[config.mk]
export PLATFORM = sky130hd
export DESIGN_NAME = multicycle_ctrl
export DESIGN_NICKNAME = d
export VERILOG_FILES = /design/src/rtl/multicycle_ctrl.sv
export SDC_FILE = /design/constraint.sdc
export NUM_CORES = 1
export LEC_CHECK = 0
export ABC_AREA = 1
export CAP_MARGIN = 10
export CORE_MARGIN = 2
export CORE_UTILIZATION = 40
export DETAILED_ROUTE_END_ITERATION = 6
export PLACE_DENSITY = 0.75
export SLEW_MARGIN = 20
export SYNTH_ARGS = -nofsm -noshare
export SYNTH_HDL_FRONTEND = slang
export SYNTH_SLANG_ARGS = --single-unit
[constraint.sdc]
create_clock -name clk -period 1.4 [get_ports clk]
set_input_delay 0.14 -clock clk [delete_from_list [all_inputs] [get_ports clk]]
set_output_delay 0.14 -clock clk [all_outputs]
set_load 0.01 [all_outputs]
[src/rtl/multicycle_ctrl.sv]
// Multi-cycle control FSM for the 16-bit core: sequences fetch/decode/
// execute/memory/writeback with bounded memory waits and retire counting.
module multicycle_ctrl #(
  parameter int WAIT_MAX = 15,
  parameter int CNT_W    = 16
) (
  input  logic             clk,
  input  logic             rst,
  input  logic [3:0]       opcode,
  input  logic             alu_zero,
  input  logic             mem_ack,
  output logic             pc_we,
  output logic [1:0]       pc_sel,
  output logic             ir_we,
  output logic             rf_we,
  output logic             rf_wsel,
  output logic [3:0]       alu_op,
  output logic             alu_bsel,
  output logic             mem_req,
  output logic             mem_we,
  output logic             mem_asel,
  output logic [2:0]       state,
  output logic             halted,
  output logic             fault,
  output logic [CNT_W-1:0] instr_count
);

  typedef enum logic [2:0] {
    FETCH  = 3'd0,
    DECODE = 3'd1,
    EXEC   = 3'd2,
    MEM    = 3'd3,
    WB     = 3'd4,
    HALT   = 3'd5,
    FAULT  = 3'd6,
    ILL    = 3'd7
  } state_t;

  localparam logic [7:0]       WLIM = 8'(WAIT_MAX - 1);
  localparam logic [CNT_W-1:0] ONE  = CNT_W'(1);

  state_t           st_q, st_d;
  logic [7:0]       wcnt_q, wcnt_d;
  logic [CNT_W-1:0] cnt_q;
  logic             retire;

  always_ff @(posedge clk) begin
    if (rst) begin
      st_q   <= FETCH;
      wcnt_q <= '0;
      cnt_q  <= '0;
    end else begin
      st_q   <= st_d;
      wcnt_q <= wcnt_d;
      if (retire)
        cnt_q <= cnt_q + ONE;
    end
  end

  always_comb begin
    st_d     = st_q;
    retire   = 1'b0;
    pc_we    = 1'b0;
    pc_sel   = 2'd0;
    ir_we    = 1'b0;
    rf_we    = 1'b0;
    rf_wsel  = 1'b0;
    alu_op   = 4'd0;
    alu_bsel = 1'b0;
    mem_req  = 1'b0;
    mem_we   = 1'b0;
    mem_asel = 1'b0;
    unique case (st_q)
      FETCH: begin
        mem_req = 1'b1;
        if (mem_ack) begin
          ir_we = 1'b1;
          pc_we = 1'b1;
          st_d  = DECODE;
        end else if (wcnt_q == WLIM) begin
          st_d = FAULT;
        end
      end
      DECODE: begin
        unique case (1'b1)
          (opcode == 4'hF): begin
            st_d   = HALT;
            retire = 1'b1;
          end
          (opcode == 4'hC): begin
            pc_we  = 1'b1;
            pc_sel = 2'd2;
            st_d   = FETCH;
            retire = 1'b1;
          end
          (opcode == 4'hD || opcode == 4'hE): begin
            st_d   = FETCH;
            retire = 1'b1;
          end
          default: st_d = EXEC;
        endcase
      end
      EXEC: begin
        unique case (1'b1)
          (!opcode[3]): begin
            alu_op = opcode;
            st_d   = WB;
          end
          (opcode == 4'h8): begin
            alu_bsel = 1'b1;
            st_d     = WB;
          end
          (opcode == 4'h9 || opcode == 4'hA): begin
            alu_bsel = 1'b1;
            st_d     = MEM;
          end
          (opcode == 4'hB): begin
            alu_op = 4'd1;
            if (alu_zero) begin
              pc_we  = 1'b1;
              pc_sel = 2'd1;
            end
            st_d   = FETCH;
            retire = 1'b1;
          end
          default: st_d = FAULT;
        endcase
      end
      MEM: begin
        mem_req  = 1'b1;
        mem_asel = 1'b1;
        mem_we   = (opcode == 4'hA);
        alu_bsel = 1'b1;
        if (mem_ack) begin
          st_d   = (opcode == 4'hA) ? FETCH : WB;
          retire = (opcode == 4'hA);
        end else if (wcnt_q == WLIM) begin
          st_d = FAULT;
        end
      end
      WB: begin
        rf_we    = 1'b1;
        rf_wsel  = (opcode == 4'h9);
        alu_op   = opcode[3] ? 4'd0 : opcode;
        alu_bsel = opcode[3];
        st_d     = FETCH;
        retire   = 1'b1;
      end
      HALT:  st_d = HALT;
      FAULT: st_d = FAULT;
      default: st_d = FAULT;
    endcase
    // wait counter only runs while a request is stalled in place
    if ((st_q == FETCH || st_q == MEM) && !mem_ack && st_d == st_q)
      wcnt_d = wcnt_q + 8'd1;
    else
      wcnt_d = 8'd0;
    if (rst) begin
      pc_we    = 1'b0;
      pc_sel   = 2'd0;
      ir_we    = 1'b0;
      rf_we    = 1'b0;
      rf_wsel  = 1'b0;
      alu_op   = 4'd0;
      alu_bsel = 1'b0;
      mem_req  = 1'b0;
      mem_we   = 1'b0;
      mem_asel = 1'b0;
    end
  end

  assign state       = rst ? 3'd0 : st_q;
  assign halted      = !rst && st_q == HALT;
  assign fault       = !rst && st_q == FAULT;
  assign instr_count = rst ? '0 : cnt_q;

endmodule
==> results.md, run 1 <==
Placement:
- After legalization and detailed placement, the total HPWL measured 4460 um.
- The count of buffers added on input and output ports is 41.
- Routability-driven placement finished with a final weighted congestion of 0.9488.
- Once placement finished, the instance area stood at 2888 um2.
- The number of placed instances, taps included, is 462.
- The worst setup slack after placement is -665.3 ps.

Logic synthesis:
- After synthesis the cells add up to 2034 um2.
- The total number of yosys warnings is 0.
- The complex-gate fraction of the synthesized area is 0.09594.
- The synthesized design contains 27 register bits.
- After synthesis, the largest family of logic cells by area is simple AND/OR/NAND/NOR gates.
- The number of cells produced by synthesis is 311.
- A synthesized cell averages 6.542 um2.
- The post-synthesis share of cell area spent on and, or, nand and nor gates is 0.4649.
- The part of the Yosys area used for sequential elements is 0.2657.
- Of the total synthesized cell area, the portion taken by XOR and XNOR cells is 0.05166.
- Of the total synthesized cell area, the portion taken by full adders, half adders and majority gates is 0.01845.
- When the netlist entered floorplanning its net count stood at 322.
- Of the post-synthesis cell area, the part taken by muxes is 0.
- The netlist uses 31 different library cells.

GRT:
- The largest net degree at the start of global routing is 30.
- The via count of the first global-routing pass was 2,470.
- In the global route stage, overall resource usage came out at 0.2531.
- The number of antenna violations at the first check in global routing is 0.
- The residual overflow from global routing is 0.
- The global-route wire length before repair is 11,250 um.

Clock network:
- The number of CTS-inserted buffers is 3.
- The register clock-pin slew on the reported worst setup and hold paths is 110 ps.
- For this design, the CTS-stage hold fixing added 0 buffers.
- The root buffer cell chosen for the clock tree is clkbuf_8.
- The number of buffers on the longest clock path is 2.
- In this run the number of H-tree levels came out at 1.
- For this design, the sink count on the clock tree is 27.
- The clock latency of the later-clocked register in the worst-skew pair is 280 ps.
- TritonCTS built the clock tree.

Final layout:
- The share of final-layout standard cells stronger than drive strength 1 is 0.4450.
- The final antenna diode count is 0.
- Relative to the synthesized area, the layout overhead comes to 63.59%.
- Leaving out fill and tap cells, the most frequent cell in the layout is nor2_1.
- The area taken by flip-flops and latches is 569.3 um2.
- The final design utilization is 0.6909.
- The filler cell count in the final layout is 383.
- Once layout is complete, the cells apart from fillers number 485.
- The net count of the finished layout is 430.
- Summing all multi-input logic gate instances after layout gives 1521 um2.
- The total non-filler cell area in the finished layout is 3328 um2.
- The top cell types in the final layout, fill and taps aside, are nor2_1, nand2_1, buf_4.

Routing:
- The final wirelength is 7640 um.
- In this run, the number of DRC markers left after iteration 0 of detailed routing was 207.
- Summing over every cut layer, the via total after detailed routing is 2,610.
- Dividing the detail-routed via count by the number of cells gives 5.381.
- After detailed routing, the number of remaining DRC violations is 0.
- The iteration count of the initial detailed-routing pass is 5.
- The final antenna-violating net count is 0.
- The routed length per placed instance is 15.75 um.

Timing:
- Setup repair after global routing could not meet its margin everywhere.
- The number of max-slew violations in the final report is 0.
- The smallest clock period supported by the final layout is computed as 1674 ps.
- The fmax is 597.5 MHz.
- Once routing completed, OpenROAD measured the worst setup slack at -273.7 ps.
- The number of hold violations in the final report is 0.
- Of the available clock period, the critical path in the final layout requires 1.195.
- The worst clock skew is 5.144 ps.
- The number of failing setup endpoints in the final timing report is 42.

Power and ir drop:
- The analysis attributes to cell leakage a power of 1.604 nW.
- The design draws 2.342 mW.
- IR analysis of the VDD net gives a maximum drop of 633.1 uV.
- The total power divided by cell area is 703.6 nW/um2.

Min path:
- The class of the worst hold path is in2reg.

Setup path:
- The startpoint type of the worst setup path is a flip-flop.
- The peak per-stage delay on the critical path is 350 ps.
- The required time of the worst setup path is 1260 ps.
- The maximum fanout count along the critical path is 4.
- The worst setup path is of the reg2out kind.
- The data arrival time of the critical path is 1530 ps.
- The worst setup path is captured at an output pin.
- The cell with the largest stage delay on the worst path is dfxtp_2.
- Traced cell by cell, the critical path runs through inv_4, nand2_4, nor2_4, buf_6, nand3_4, nor2_2, nor3_1, nor2_1, buf_2.

Floorplan:
- The initialized floorplan defines 25 standard-cell rows.
- The die footprint is 5672 um2.
- From bottom edge to top edge, the die measures 75.32 um.
- The number of placed I/O pins is 43.
- In this run the horizontal extent of the chip is 75.32 um.
- The starting utilization of the core area is 0.4223.
- The region available for standard cell placement spans 4817 um2.

Outcome:
- The checks that failed: setup timing.
- The run finished, with violations left.

Job:
- The count of max-cap constraint violations is 0.
worst paths after layout:
kind	to	cells past startpoint	from	slack, ps
worst max-delay path	pc_we	9	st_q[2]$_SDFF_PP0_	-270
worst min-delay path	cnt_q[5]$_SDFFE_PP0P_	3	rst	300
worst max register to register	st_q[1]$_SDFF_PP0_	11	st_q[2]$_SDFF_PP0_	-240
worst min register to register	cnt_q[15]$_SDFFE_PP0P_	2	cnt_q[15]$_SDFFE_PP0P_	520
routing by layer:
metal,part of all wire,global-route usage
met2,0.54,0.4599
met1,0.38,0.2942
met4,0.031,0.1014
met3,0.048,0.04233
met5,0,0
synth_stat cells:
cell type  number  area share
nor2_1         65        0.12
nand2_1        60        0.11
inv_1          32       0.059
dfxtp_1        27        0.27
nand4_1        22       0.068
nand3_1        13       0.032
a21oi_1        10       0.025
a21oi_2        10       0.043
nand2_4        10       0.055
xor2_1          9       0.039
nor3_1          8       0.020
o21ai_0         7       0.017
inv_2           5      0.0092
clkbuf_1        3      0.0055
ha_1            3       0.018
nand2_2         3      0.0092
xnor2_1         3       0.013
buf_1           2      0.0037
buf_2           2      0.0049
buf_4           2      0.0074
nand3_4         2       0.017
nor2_2          2      0.0061
nor2_4          2       0.011
nor4_1          2      0.0061
a21oi_4         1      0.0080
a31oi_1         1      0.0031
buf_12          1      0.0098
clkinv_1        1      0.0018
conb_1          1      0.0018
nand3_2         1      0.0049
nor3_2          1      0.0049
power breakdown:
| group | total, mW | internal, mW | switching, mW |
|---|---|---|---|
| Clock | 0.487 | 0.203 | 0.285 |
| Combinational | 1.03 | 0.478 | 0.547 |
| Sequential | 0.829 | 0.793 | 0.0359 |
flip-flops by register name, summed over array words and instances, names as in the netlist:
name    count
st_q        3
cnt_q      16
wcnt_q      8
worst max-delay path: cells and delay by family, from the launching register on:
| kind | cells | cell delay [ps] |
|---|---|---|
| DFF | 1 | 350 |
| and+or+nand+nor | 6 | 530 |
| buffers and inverters | 3 | 350 |
cells by family (layout without fill, tap and decap cells):
logic type               Yosys count  in the layout
other                              1              1
flip-flops                        27             27
adder cells (fa/ha/maj)            3              3
buffers and inverters             48            154
AO/OA/AOI/OAI                     29             29
AND/OR/NAND/NOR                  191            192
XOR/XNOR                          12             12
stage by stage:
stage,hold WS [ps],TNS [ps]
2_1_floorplan,323.5,0
3_3_place_gp,491.8,-14870
3_5_place_dp,493.9,-16260
4_1_cts,295.2,-3855
5_1_grt,320.3,-9622
6_report,304.7,-6611
what timing repair did:
| action | 4_1_cts | 5_1_grt |
|---|---|---|
| endpoints found under the setup margin | 60 | 45 |
| resized for setup | 165 | 35 |
| cloned | 1 | 0 |
| endpoints found under the hold margin | 0 | 0 |
| pin swaps | 17 | 15 |
| setup buffers | 15 | 4 |
final cells by class:
cell class | instances | share of cell area
Tap cell | 67 | 0.02519
Timing Repair Buffer | 112 | 0.2872
Clock buffer | 3 | 0.01241
Multi-Input combinational cell | 237 | 0.4571
Sequential cell | 27 | 0.1711
Clock inverter | 1 | 0.002256
Inverter | 38 | 0.04474
(Power assumes the default switching activity.)
==> run 2, diff against run 1 <==
Settings changed: DONT_BUFFER_PORTS from default to 1, PLACE_DENSITY 0.75 to 0.63, TNS_END_PERCENT from default to 100.
==> results.md, run 2 (synthesis gave the netlist of run 1 again) <==
Final layout:
- The growth of design area from synthesis to finish is 34.69%.
- The number of nets in the final layout is 358.
- The register bank with the most flops is cnt_q.
- Leaving out fill and tap cells, the most frequent cell in the layout is nand2_1.
- Leaving out fill and tap cells, the most frequent cells in the layout are nand2_1, nor2_1, inv_1.
- The largest registers in the layout are cnt_q: 16 flops, wcnt_q: 8 flops, st_q: 3 flops.
- The final design utilization is 0.5688.
- The layout has 459 filler cells.
- Of the cells placed in the final design, the portion with a size suffix greater than 1 is 0.3353.
- The final antenna diode count is 0.
- The register with the most flip-flops in the layout has 16 of them.

Clock network:
- Counting every sink on the clock net gives 27.
- The tree is rooted in a clkbuf_8.
- The number of CTS-inserted buffers is 3.
- The TritonCTS clock tree is yes.
- The clock latency of the later-clocked register in the worst-skew pair is 280 ps.
- The number of buffers on the longest clock path is 2.
- The register clock-pin slew on the reported worst setup and hold paths is 100 ps.
- The count of H-tree levels built during CTS is 1.

Floorplan:
- Pin placement for this block handled 43 I/O pins.
- The die covers 5672 um2.
- For this configuration, the core starts out at a cell density of 0.4223.
- After floorplanning, the core was divided into 25 placement rows.
- The die span in x is 75.32 um.
- The core footprint is 4817 um2.
- The vertical die dimension is 75.32 um.

Timing:
- The number of failing setup endpoints in the final timing report is 36.
- Of the available clock period, the critical path in the final layout requires 1.137.
- The number of hold violations in the final report came to 0.
- The number of max-slew violations in the final report was 0.
- Setup repair after global routing could not meet its margin everywhere.
- The worst-case setup margin in the final layout is -191.8 ps.
- Based on the critical path, the design can be clocked at up to 628.2 MHz.
- Counting I/O delays and the setup requirement, the final critical path takes 1592 ps.
- The worst slew slack as a fraction of its limit is 0.3899.
- Between clock sinks in the finished design, the worst skew comes to 3.869 ps.
- The slew at the pin with the worst max-slew slack is 912.1 ps.

Routing:
- In this run, the number of DRC markers left after iteration 0 of detailed routing was 116.
- The total via count after detailed routing is 2,145.
- After detailed routing, the average wire length per cell comes to 13.53 um.
- The final wirelength is 5588 um.
- The iteration count of the initial detailed-routing pass is 4.
- Dividing the detail-routed via count by the number of cells gives 5.194.
- Once detail routing completed, the nets flagged for antenna violations numbered 0.
- The count of unresolved DRC violations after routing is 0.

Placement:
- In this run the tool buffered the top-level ports with 0 buffer cells.
- Once detailed placement completed, the half-perimeter wirelength came to 3670 um.
- Routability-driven placement finished with a final weighted congestion of 0.8355.

Setup path:
- STA classifies the critical path endpoint as an output pin.
- For the worst setup path, the data arrival time is 1450 ps.
- The most common cell type on the critical path is buf_4.
- The slowest stage of the critical path belongs to the cell dfxtp_2.
- The critical path is of the reg2out type.
- Walking the worst path, the cells encountered are inv_4, buf_4, nand3_2, inv_2, buf_4, a21oi_1, a21oi_2.
- STA puts the critical path data required time at 1260 ps.
- The largest single stage delay on the critical path is 350 ps.
- The setup check on the worst reg-to-reg path leaves a slack of -110 ps.
- Of all nets on the critical path, the largest fanout is 5.
- The startpoint type of the worst setup path is a flip-flop.

GRT:
- For this run the aggregate overflow at the end of global routing stands at 0.
- The global-route wire length before repair is 8625 um.
- Across every metal layer, demand over resource in global routing totals 0.1931.
- The number of antenna violations at the first check in global routing is 0.
- The largest net degree at the start of global routing is 35.
- The via count of the first global-routing pass came to 1,947.

Power and ir drop:
- The leakage power is 1.188 nW.
- In this run the power density over the cells is 749.4 nW/um2.
- Summing internal, switching and leakage power gives 2.054 mW.
- IR analysis of the VDD net gives a maximum drop of 522.1 uV.

Min path:
- The class of the worst hold path is in2reg.

Outcome:
- The checks that failed: setup timing.
- The run finished, with violations left.

Job:
- The count of max-cap constraint violations is 0.
[run 2: area by class of cell]
type,count,area (um2),share of cell area
clock inverter,1,5.005,0.001826
tap,67,83.83,0.03059
sequential,27,555.5,0.2027
inverter,38,150.1,0.05479
clock buffer,3,41.29,0.01507
multi-input combinational,237,1501,0.5479
timing repair buffer,40,402.9,0.1470
[run 2: metrics by stage]
step           worst slack, ps  TNS, ps  cell area, um2  hold slack [ps]  cells
3_5_place_dp            -65.09   -863.8            2302            214.4    397
3_3_place_gp            -55.93   -271.3            2302            212.7    397
4_1_cts                 -156.1    -1962            2567            93.36    410
2_1_floorplan            19.39        0            2039            323.5    311
6_report                -191.8    -2818            2740            70.64    413
5_1_grt                 -243.1    -5145            2740            79.43    413
[run 2: routing by layer]
| metal | up-vias | share of wire | track usage |
|---|---|---|---|
| met1 | 1001 | 0.42 | 0.2334 |
| met5 | - | 0 | 0 |
| met2 | 62 | 0.52 | 0.3575 |
| met3 | 6 | 0.048 | 0.03307 |
| li1 | 1076 | - | - |
| met4 | 0 | 0.0072 | 0.04094 |
[run 2: power breakdown]
group / switching (mW) / internal [mW]
sequential: 0.0410 / 0.801
combinational: 0.409 / 0.340
clock: 0.262 / 0.200
[run 2: critical path, delay by kind of cell (launching register included)]
| family | cells | cell delay (ps) |
|---|---|---|
| buffers and inverters | 4 | 430 |
| flip-flops | 1 | 350 |
| AO/OA/AOI/OAI | 2 | 250 |
| AND/OR/NAND/NOR | 1 | 140 |
[run 2: repair_timing]
action | in CTS | in global routing
hold buffers | 1 | 0
cloned | 1 | 1
setup endpoints to repair | 33 | 38
pin swaps | 9 | 11
setup buffers | 7 | 2
gates resized for setup | 39 | 33
hold endpoints to repair | 15 | 0
[run 2: path summary, 6_finish.rpt]
path                              start               endpoint  cells past startpoint
setup / recovery     st_q[2]$_SDFF_PP0_               alu_bsel                      7
hold / removal                  mem_ack   wcnt_q[1]$_SDFF_PP0_                      3
setup reg to reg     st_q[1]$_SDFF_PP0_  cnt_q[5]$_SDFFE_PP0P_                      8
hold reg to reg   cnt_q[3]$_SDFFE_PP0P_  cnt_q[3]$_SDFFE_PP0P_                      2
==> run 3, diff against run 2 <==
Settings changed: GPL_ROUTABILITY_DRIVEN from default to 0.
==> results of run 3 <==
Final layout, timing and power as in run 2 (identical DEF).
